### config.mk
export PLATFORM = sky130hd
export DESIGN_NAME = itch_msg_parser
export DESIGN_NICKNAME = d
export VERILOG_FILES = /design/src/rtl/itch_pkg.sv /design/src/rtl/sync_fifo.sv /design/src/rtl/itch_msg_parser.sv
export SDC_FILE = /design/constraint.sdc
export NUM_CORES = 1
export LEC_CHECK = 0
export ABC_AREA = 1
export CAP_MARGIN = 30
export CELL_PAD_IN_SITES_DETAIL_PLACEMENT = 0
export CELL_PAD_IN_SITES_GLOBAL_PLACEMENT = 1
export CORE_MARGIN = 1.5
export CORE_UTILIZATION = 40
export DETAILED_ROUTE_END_ITERATION = 8
export PLACE_DENSITY_LB_ADDON = 0.12
export REMOVE_ABC_BUFFERS = 1
export SYNTH_ARGS = -nofsm -noshare
export SYNTH_HDL_FRONTEND = slang
export SYNTH_SLANG_ARGS = --single-unit
### constraint.sdc
create_clock -name i_clk -period 23.3 [get_ports i_clk]
set_input_delay 5.825 -clock i_clk [delete_from_list [all_inputs] [get_ports i_clk]]
set_output_delay 5.825 -clock i_clk [all_outputs]
set_load 0.1 [all_outputs]
### src/rtl/itch_pkg.sv
// Shared ITCH types: message-type bytes, order/trade enums, word-layout bit offsets
// and the decoded record carried through the parser's buffer.
package itch_pkg;

  typedef enum logic [1:0] {
    ORD_ADD     = 2'd0,
    ORD_CANCEL  = 2'd1,
    ORD_EXECUTE = 2'd2
  } order_t;

  typedef enum logic {
    TRADE_BUY  = 1'b0,
    TRADE_SELL = 1'b1
  } trade_t;

  typedef enum logic [1:0] {
    S_IDLE  = 2'd0,
    S_ISSUE = 2'd1,
    S_GAP   = 2'd2
  } out_state_t;

  localparam logic [7:0] MSG_ADD     = 8'h41;
  localparam logic [7:0] MSG_CANCEL  = 8'h44;
  localparam logic [7:0] MSG_EXECUTE = 8'h45;
  localparam logic [7:0] SIDE_SELL   = 8'h53;

  // Flat message layout (bit offsets), word 0 = bits 31:0. Common header first,
  // then per-type body starting at bit 152.
  localparam int MSG_BITS      = 288;
  localparam int OFF_TYPE      = 0;
  localparam int OFF_LOCATE    = 8;
  localparam int OFF_TRACK     = 24;
  localparam int OFF_TIME      = 40;
  localparam int OFF_OID       = 88;
  localparam int OFF_ADD_SIDE  = 152;
  localparam int OFF_ADD_QTY   = 160;
  localparam int OFF_ADD_STOCK = 192;
  localparam int OFF_ADD_PRICE = 256;
  localparam int OFF_CAN_STOCK = 152;
  localparam int OFF_EXE_QTY   = 152;
  localparam int OFF_EXE_STOCK = 184;

  localparam int SYM_IDX_W = 8;

  typedef struct packed {
    order_t                order_type;
    trade_t                trade_type;
    logic [SYM_IDX_W-1:0]  sym;
    logic [63:0]           order_id;
    logic [31:0]           price;
    logic [31:0]           quantity;
    logic [47:0]           curr_time;
    logic [15:0]           locate;
    logic [15:0]           tracking;
  } record_t;

endpackage

### src/rtl/sync_fifo.sv
// Single-clock FIFO with first-word fall-through read data; pushes while full and
// pops while empty are ignored. Pointers wrap modulo DEPTH (power of two).
module sync_fifo #(
  parameter int WIDTH = 8,
  parameter int DEPTH = 4
) (
  input  logic                       i_clk,
  input  logic                       i_reset,
  input  logic                       i_push,
  input  logic [WIDTH-1:0]           i_wdata,
  input  logic                       i_pop,
  output logic [WIDTH-1:0]           o_rdata,
  output logic                       o_full,
  output logic                       o_empty,
  output logic [$clog2(DEPTH):0]     o_count
);

  localparam int AW = $clog2(DEPTH);

  logic [WIDTH-1:0] mem_q [DEPTH];
  logic [AW-1:0]    wr_ptr_q, rd_ptr_q;
  logic [AW:0]      count_q;
  logic             do_push, do_pop;

  assign o_full  = (count_q == (AW+1)'(DEPTH));
  assign o_empty = (count_q == '0);
  assign o_count = count_q;
  assign o_rdata = mem_q[rd_ptr_q];
  assign do_push = i_push && !o_full;
  assign do_pop  = i_pop && !o_empty;

  always_ff @(posedge i_clk) begin
    if (do_push) mem_q[wr_ptr_q] <= i_wdata;
  end

  always_ff @(posedge i_clk) begin
    if (i_reset) begin
      wr_ptr_q <= '0;
      rd_ptr_q <= '0;
      count_q  <= '0;
    end else begin
      if (do_push) wr_ptr_q <= wr_ptr_q + AW'(1);
      if (do_pop)  rd_ptr_q <= rd_ptr_q + AW'(1);
      case ({do_push, do_pop})
        2'b10:   count_q <= count_q + (AW+1)'(1);
        2'b01:   count_q <= count_q - (AW+1)'(1);
        default: count_q <= count_q;
      endcase
    end
  end

endmodule

### src/rtl/itch_msg_parser.sv
// Decodes ITCH ADD/CANCEL/EXECUTE messages, buffers valid records and issues them
// to the order book one at a time with a two-cycle gap, counting discarded messages.
module itch_msg_parser
  import itch_pkg::*;
#(
  parameter int REG_WIDTH   = 32,
  parameter int NUM_REGS    = 9,
  parameter int FIFO_DEPTH  = 4,
  parameter int NUM_SYMBOLS = 4,
  parameter int SYM_W       = (NUM_SYMBOLS > 1) ? $clog2(NUM_SYMBOLS) : 1,
  parameter logic [NUM_SYMBOLS*64-1:0] SYMBOL_TABLE =
    {"AAPL    ", "AMZN    ", "GOOGL   ", "MSFT    "}
) (
  input  logic                                 i_clk,
  input  logic                                 i_reset,
  input  logic                                 i_data_valid,
  output logic                                 o_ready,
  input  logic [NUM_REGS-1:0][REG_WIDTH-1:0]   i_regs,
  input  logic                                 i_book_is_busy,
  output logic                                 o_valid,
  output logic [1:0]                           o_order_type,
  output logic                                 o_trade_type,
  output logic [SYM_W-1:0]                     o_stock_symbol,
  output logic [63:0]                          o_order_id,
  output logic [31:0]                          o_price,
  output logic [31:0]                          o_quantity,
  output logic [47:0]                          o_curr_time,
  output logic [15:0]                          o_locate_code,
  output logic [15:0]                          o_tracking_number,
  output logic [15:0]                          o_drop_count
);

  localparam int FLAT_W = NUM_REGS * REG_WIDTH;
  localparam int CNT_W  = $clog2(FIFO_DEPTH) + 1;

  logic [FLAT_W-1:0]   flat;
  logic [MSG_BITS-1:0] msg;
  logic [63:0]         stock;
  logic                type_ok, sym_hit, accept, push, pop;
  record_t             rec_d, fifo_rd, out_q;
  logic                fifo_full, fifo_empty;
  logic [CNT_W-1:0]    fifo_count;
  logic [15:0]         drop_cnt_d, drop_cnt_q;
  out_state_t          state_q;
  logic                valid_q;

  assign flat = i_regs;
  if (FLAT_W >= MSG_BITS) begin : g_trunc
    assign msg = flat[MSG_BITS-1:0];
  end else begin : g_pad
    assign msg = {{(MSG_BITS-FLAT_W){1'b0}}, flat};
  end

  always_comb begin
    rec_d           = '0;
    type_ok         = 1'b1;
    sym_hit         = 1'b0;
    stock           = msg[OFF_ADD_STOCK +: 64];
    rec_d.order_id  = msg[OFF_OID +: 64];
    rec_d.curr_time = msg[OFF_TIME +: 48];
    rec_d.locate    = msg[OFF_LOCATE +: 16];
    rec_d.tracking  = msg[OFF_TRACK +: 16];
    case (msg[OFF_TYPE +: 8])
      MSG_ADD: begin
        rec_d.order_type = ORD_ADD;
        rec_d.trade_type = (msg[OFF_ADD_SIDE +: 8] == SIDE_SELL) ? TRADE_SELL : TRADE_BUY;
        rec_d.quantity   = msg[OFF_ADD_QTY +: 32];
        rec_d.price      = msg[OFF_ADD_PRICE +: 32];
      end
      MSG_CANCEL: begin
        rec_d.order_type = ORD_CANCEL;
        stock            = msg[OFF_CAN_STOCK +: 64];
      end
      MSG_EXECUTE: begin
        rec_d.order_type = ORD_EXECUTE;
        rec_d.quantity   = msg[OFF_EXE_QTY +: 32];
        stock            = msg[OFF_EXE_STOCK +: 64];
      end
      default: type_ok = 1'b0;
    endcase
    // Descending scan so the lowest matching table index wins.
    for (int i = NUM_SYMBOLS - 1; i >= 0; i--) begin
      if (stock == SYMBOL_TABLE[(NUM_SYMBOLS-1-i)*64 +: 64]) begin
        sym_hit   = 1'b1;
        rec_d.sym = SYM_IDX_W'(i);
      end
    end
  end

  assign o_ready = (fifo_count < CNT_W'(FIFO_DEPTH));
  assign accept  = i_data_valid && !fifo_full;
  assign push    = accept && type_ok && sym_hit;
  assign pop     = (state_q == S_IDLE) && !fifo_empty && !i_book_is_busy;

  sync_fifo #(
    .WIDTH ($bits(record_t)),
    .DEPTH (FIFO_DEPTH)
  ) u_fifo (
    .i_clk   (i_clk),
    .i_reset (i_reset),
    .i_push  (push),
    .i_wdata (rec_d),
    .i_pop   (pop),
    .o_rdata (fifo_rd),
    .o_full  (fifo_full),
    .o_empty (fifo_empty),
    .o_count (fifo_count)
  );

  always_comb begin
    drop_cnt_d = drop_cnt_q;
    if (accept && !(type_ok && sym_hit) && (drop_cnt_q != 16'hFFFF))
      drop_cnt_d = drop_cnt_q + 16'd1;
  end

  always_ff @(posedge i_clk) begin
    if (i_reset) drop_cnt_q <= '0;
    else         drop_cnt_q <= drop_cnt_d;
  end

  always_ff @(posedge i_clk) begin
    if (i_reset) begin
      state_q <= S_IDLE;
      valid_q <= 1'b0;
      out_q   <= '0;
    end else begin
      case (state_q)
        S_IDLE: begin
          if (pop) begin
            state_q <= S_ISSUE;
            valid_q <= 1'b1;
            out_q   <= fifo_rd;
          end
        end
        S_ISSUE: begin
          state_q <= S_GAP;
          valid_q <= 1'b0;
        end
        S_GAP:   state_q <= S_IDLE;
        default: begin
          state_q <= S_IDLE;
          valid_q <= 1'b0;
        end
      endcase
    end
  end

  assign o_valid           = valid_q;
  assign o_order_type      = out_q.order_type;
  assign o_trade_type      = out_q.trade_type;
  assign o_stock_symbol    = SYM_W'(out_q.sym);
  assign o_order_id        = out_q.order_id;
  assign o_price           = out_q.price;
  assign o_quantity        = out_q.quantity;
  assign o_curr_time       = out_q.curr_time;
  assign o_locate_code     = out_q.locate;
  assign o_tracking_number = out_q.tracking;
  assign o_drop_count      = drop_cnt_q;

endmodule

# After elaboration in Yosys (flattened, before gate mapping)
# Memory sizes are Yosys's and may differ from the RTL's. A register that Yosys moved wholly into a read port is not among the register bits.
# Index checks and enable logic that the tools add are counted.
[word_totals]
ff_bits = 26
n_memories = 1
inputBits = 292
output_inout_bits = 231
ramBits = 876
wordCells = 71
[classes]
n_reduce_logical = 20
muxes = 22
magnitude_cmp = 1
n_addsub = 5
bitwise_logic = 1
n_eq_ne = 15
[memory_table]
columns = ["name", "words", "width", "rd", "rd_ports_with_merged_regs", "wr", "line_no", "rtl"]
rows = [
  ["u_fifo.mem_q", 4, 219, 1, 1, 1, "sync_fifo.sv:20", "logic [WIDTH-1:0] mem_q [DEPTH];"],
]
[ops]
columns = ["operator", "n"]
rows = [
  ["$eq A64 B63 Y1 const B", 4],
  ["$pmux W64 S2", 1],
  ["$pmux W32 S2", 1],
  ["$eq A8 B7 Y1 const B", 4],
  ["$mux W32", 1],
  ["$mux W8", 3],
  ["$add A16 B1 Y16 const B", 1],
  ["$ne A16 B16 Y1 const B", 1],
  ["$logic_and A1 B1 Y1", 10],
  ["$mux W1", 10],
  ["$pmux W2 S2", 2],
  ["$pmux W3 S2", 1],
  ["$add A2 B1 Y2 const B", 2],
  ["$eq A2 B1 Y1 const B", 2],
  ["$eq A2 B2 Y1 const B", 2],
  ["$logic_not A1 Y1", 4],
  ["$mux W2", 2],
  ["$reduce_and A2 Y1", 2],
  ["$add A3 B1 Y3 const B", 1],
  ["$eq A3 B3 Y1 const B", 1],
  ["$logic_not A3 Y1", 1],
  ["$lt A3 B3 Y1 const B", 1],
  ["$reduce_or A3 Y1", 1],
  ["$sub A3 B1 Y3 const B", 1],
  ["5 further kinds", 5],
]

# Depth between registers and ports, before layout
[logic_depth]
word_depth = 11
depth_mapped = 27
mapped_depth_nobuf = 26

# Hierarchy
# From an unflattened synthesis, not the netlist that was laid out.
[hier_totals]
cells_unflattened = 3850
hier_area_um2 = 43533.0
[by_module_without_submodules]
columns = ["module", "cells_each", "seq_area_each_um2", "n_inst", "area_each_um2"]
rows = [
  ["sync_fifo", 2188, 26485.4, 1, 32778.9],
  ["itch_msg_parser", 1662, 4644.5, 1, 10754.1],
]

# Worst setup path after synthesis
# Ideal clock, no wire load.
[synth_path]
path_kind = "input-to-reg"
from = "input i_regs[1] (netlist bit)"
to = "memory u_fifo.mem_q[0][0] (netlist bit), enable pin"
slack_ns = 6.207
n_path_buf = 1
cell_stages = 20
setup_ns = 0.789
arrival_ns = 16.304
t_required_ns = 22.511
cell_sequence = "inv_1 > nand2_1 > nor2_4 > nand2_2 > buf_2 > nand3_1 > inv_1 > nor2_1 > nand2_1 > nor2_1 > nand2_1 > nor2_1 > nand3_1 > nand2_2 > inv_2 > nand2_2 > nand2_2 > nor2_1 > inv_2 > nor2_1"
[synth_via]
elab_chain_len = 11
elab_cells_between_ends = 19
cone_classes = "7 x eq/ne; 8 x mux; 4 x reduce/logical"
[synth_lines]
columns = ["element", "line_no", "rtl"]
rows = [
  ["from (decl)", "itch_msg_parser.sv:18", "input logic [NUM_REGS-1:0][REG_WIDTH-1:0] i_regs,"],
  ["$eq A8 B7 Y1", "itch_msg_parser.sv:63", "case (msg[OFF_TYPE +: 8])"],
  ["$pmux W64 S2", "itch_msg_parser.sv:63", ""],
  ["$eq A64 B63 Y1", "itch_msg_parser.sv:83", "if (stock == SYMBOL_TABLE[(NUM_SYMBOLS-1-i)*64 +: 64]) begin"],
  ["$mux W1 (4 in series)", "itch_msg_parser.sv:83", ""],
  ["$logic_and A1 B1 Y1 (*)", "itch_msg_parser.sv:92", "assign push = accept && type_ok && sym_hit;"],
  ["$logic_and A1 B1 Y1 (*)", "sync_fifo.sv:29", "assign do_push = i_push && !o_full;"],
  ["$mux W1 (*)", "sync_fifo.sv:33", "if (do_push) mem_q[wr_ptr_q] <= i_wdata;"],
  ["$mux W1 (implied by the code) (*)", "sync_fifo.sv:33", ""],
  ["to (decl)", "sync_fifo.sv:20", ""],
]
# Every way passes the cells marked *; elsewhere a longest branch is shown, timed or not.

# Worst setup path after layout
[layout_path]
from = "input i_regs[6] (netlist bit)"
to = "memory u_fifo.mem_q[3][21] (netlist bit), enable pin"
# The elaborated chain is that of the path after synthesis.

==> summary.md <==
| Metric | Value |
|---|---|
| DRC violation total after the first TritonRoute iteration | `2082` |
| Slowest CP cell | `buf_4` |
| CTS Buf Count | `115` |
| Antenna violations before repair | `13` |
| Vias in the first global route | `28200` |
| Root Buffer | `clkbuf_16` |
| Crit. End Element | `register` |
| Leak Pwr | `19.2 nW` |
| Via-to-Cell Ratio | `5.09` |
| Initial core utilization | `40.3%` |
| Clk_lat worst skew | `0.70 ns` |
| Die area | `108000 sq um` |
| Worst vdd ir | `0.0604 mV` |
| Max Cap Viol | `0` |
| FP Rows | `119` |
| Post-DP Area | `50500 sq um` |
| Core area | `105000 sq um` |
| CTS tree | `yes` |
| First-pass GRT wire length | `178000 um` |
| Pins over their slew limit | `0` |
| Mapped Cells | `3779` |
| Multi-input combinational cell area | `10400 sq um` |
| CP max FO | `108` |
| Switching share of power | `20.0%` |
| Max incr delay on CP | `0.80 ns` |
| I/O Pins | `523` |
| Final WL | `120000 um` |
| Commonest cells after routing, fill and taps aside | `nor2_1, edfxtp_1, o21ai_0` |
| CTS Hold Bufs | `0` |
| Overall Global Routing Usage | `21.8%` |
| IO Port Bufs | `522` |
| GP Congestion | `0.877` |
| Slew HR | `29.4%` |
| DR vias | `29400` |
| Detailed Place HPWL | `70200 um` |
| Layout cells sized above 1 | `7.15%` |
| Min-delay worst type | `register to register` |
| Post-synth cell types | `37` |
| Post-Syn Area per Cell | `11.2 sq um` |
| Post-Syn Area | `42400 sq um` |
| Horiz. Die Dim | `328 um` |
| Sink Count | `1091` |
| RSZ-0062 raised after global routing | `false` |
| Startpoint Class | `primary input` |
| Clk slew on worst S/H paths | `0.06 ns` |
| Psw | `0.808 mW` |
| Run status | `completed` |
| FF/Latch Area | `30400 sq um` |
| H-Tree Level Count | `3` |
| Largest net degree at the start of global routing | `148` |
| F_max | `83.3 MHz` |
| Drt drc | `0` |
| Sequential power share | `51.7%` |
| Seq/Total Area, Yosys | `71.7%` |
| Synthesis-to-finish area growth | `28.4%` |
| Synth warnings | `0` |
| Worst-Margin Slew | `1.06 ns` |
| Clock Power Share | `45.7%` |
| First-pass DRT Iterations | `5` |
| Setup CP Type | `primary input to register` |
| Postcts setup bufs | `0` |
| Post-CTS sizing | `0` |
| Combinational group share of total power | `2.6%` |
| #FFs+latches synth | `1091` |
| Power Density | `74.2 nW/um^2` |
| Min Tclk post-route | `12.00 ns` |
| Period utilization | `51.5%` |
| Final instance area | `54400 sq um` |
| Most Frequent Cell on Critical Path | `nand2_2` |
| Most common cell after layout, fill and taps aside | `nor2_1` |
| Post-route ant nets | `0` |
| Nets | `4573` |
| Int Power | `3.23 mW` |
| Fill cells | `9306` |
| Final Skew | `0.0173 ns` |
| Wire length per cell | `20.7 um` |
| Final hold vios | `0` |
| Arr. time, crit path | `12.31 ns` |
| Sum Neg Setup Slack | `0 ns` |
| Height of the die | `328 um` |
| CP Cell Sequence | `clkdlybuf4s50_1 > nand2_1 > nor2_4 > buf_4 > nand2_2 > nand2_2 > inv_1 > nand2_1 > nand3_1 > nor2_1 > nand2_1 > nor2_1 > nand3_1 > nand2_2 > inv_2 > nand2_2 > nand2_2 > nor2_1 > inv_2 > nor2_4 > buf_4 > buf_12` |
| # setup viols final | `0` |
| Grt ovf | `0` |
| CP required | `23.61 ns` |
| Bufs on Longest Clock Path | `3` |
==> worst paths after layout <==
| path | from | end | slack (ns) | depth (start not counted) |
|---|---|---|---|---|
| worst max-delay path | i_regs[6] | u_fifo.mem_q[3][21] | 11.30 | 22 |
| worst min-delay path | state_q[1] | state_q[1] | 0.43 | 1 |
| worst min register to register | state_q[1] | state_q[1] | 0.43 | 1 |
| worst max register to register | u_fifo.o_count[1] | u_fifo.mem_q[3][21] | 19.56 | 9 |
==> layout make-up <==
| class | count | share of cell area (%) |
|---|---|---|
| clock buffer | 164 | 6.05 |
| timing repair buffer | 627 | 13.5 |
| tap | 1391 | 3.20 |
| sequential | 1091 | 55.8 |
| inverter | 174 | 1.24 |
| antenna | 9 | 0.0414 |
| clock inverter | 54 | 1.04 |
| multi-input combinational | 2265 | 19.1 |
==> cells by family after synthesis <==
group,synth area share [%]
AOI/OAI and AO/OA,11.5
adders and majority gates,0.224
and+or+nand+nor,12.6
xor gates and xnor gates,0.0207
DFF,71.7
buffers and inverters,3.92
==> power by group through the flow <==
stage / clock network (mW) / logic (mW) / registers (mW)
4_1_cts: 1.89 / 0.105 / 2.09
2_1_floorplan: 0 / 0.0212 / 2.13
6_report: 1.85 / 0.105 / 2.09
5_1_grt: 1.97 / 0.113 / 2.09
3_5_place_dp: 0 / 0.105 / 2.13
3_3_place_gp: 0 / 0.105 / 2.13
==> flip-flops by register name (all words and copies together), names as in the netlist <==
signal	count
u_fifo.mem_q	852
o_order_id	64
o_curr_time	48
o_price	32
o_quantity	32
o_drop_count	16
o_locate_code	16
o_tracking_number	16
u_fifo.o_count	3
o_order_type	2
o_stock_symbol	2
state_q	2
u_fifo.rd_ptr_q	2
u_fifo.wr_ptr_q	2
o_trade_type	1
o_valid	1
==> stage by stage <==
step	utilization (%)	hold slack [ns]	cells	setup slack, ns	power [mW]
final	51.8	0.426	5775	11.30	4.04
after global routing	51.8	0.444	5774	10.76	4.16
after CTS	51.7	0.426	5764	11.29	4.08
after detailed placement	48.0	0.417	5546	10.53	2.23
after global placement	46.4	0.409	5482	10.56	2.23
after floorplan	-	0.400	3530	3.90	2.15
==> critical path: cells and delay by family <==
family / cells / cell delay, ns
simple gates: 15 / 3.32
buf+inv: 7 / 2.69
==> cells in the mapped netlist <==
library cell / count / share of area, %
nand3b_1: 3 / 0.053
nor2_2: 1 / 0.015
buf_1: 22 / 0.19
ha_1: 6 / 0.18
nor3b_1: 1 / 0.018
nor2b_1: 3 / 0.044
and3_1: 1 / 0.015
edfxtp_1: 852 / 60
nor2_4: 2 / 0.053
clkbuf_1: 204 / 1.8
inv_2: 6 / 0.053
o22ai_1: 23 / 0.34
or2_2: 1 / 0.015
nand2_2: 7 / 0.10
o21ai_2: 1 / 0.021
nand3_1: 129 / 1.5
xnor2_1: 1 / 0.021
nor4_1: 4 / 0.059
nand4_1: 22 / 0.32
buf_2: 11 / 0.13
nand3_2: 1 / 0.024
buf_6: 4 / 0.11
o21ai_0: 661 / 7.8
a31oi_1: 214 / 3.2
a21oi_1: 6 / 0.071
nand2_1: 152 / 1.3
nor3_1: 11 / 0.13
inv_1: 167 / 1.5
clkinv_1: 1 / 0.0089
fa_1: 1 / 0.047
buf_4: 8 / 0.14
o211ai_1: 1 / 0.018
nand2b_1: 1 / 0.015
o21ai_1: 6 / 0.071
nor2_1: 1005 / 8.9
dfxtp_1: 239 / 11
o21a_1: 1 / 0.018
==> per-layer routing <==
layer	track usage, %	share of wire (%)
met5	0	0.038
met4	5.95	1.9
met3	4.03	5.7
met2	35.7	48
met1	29.7	44
(Power assumes the default switching activity.)
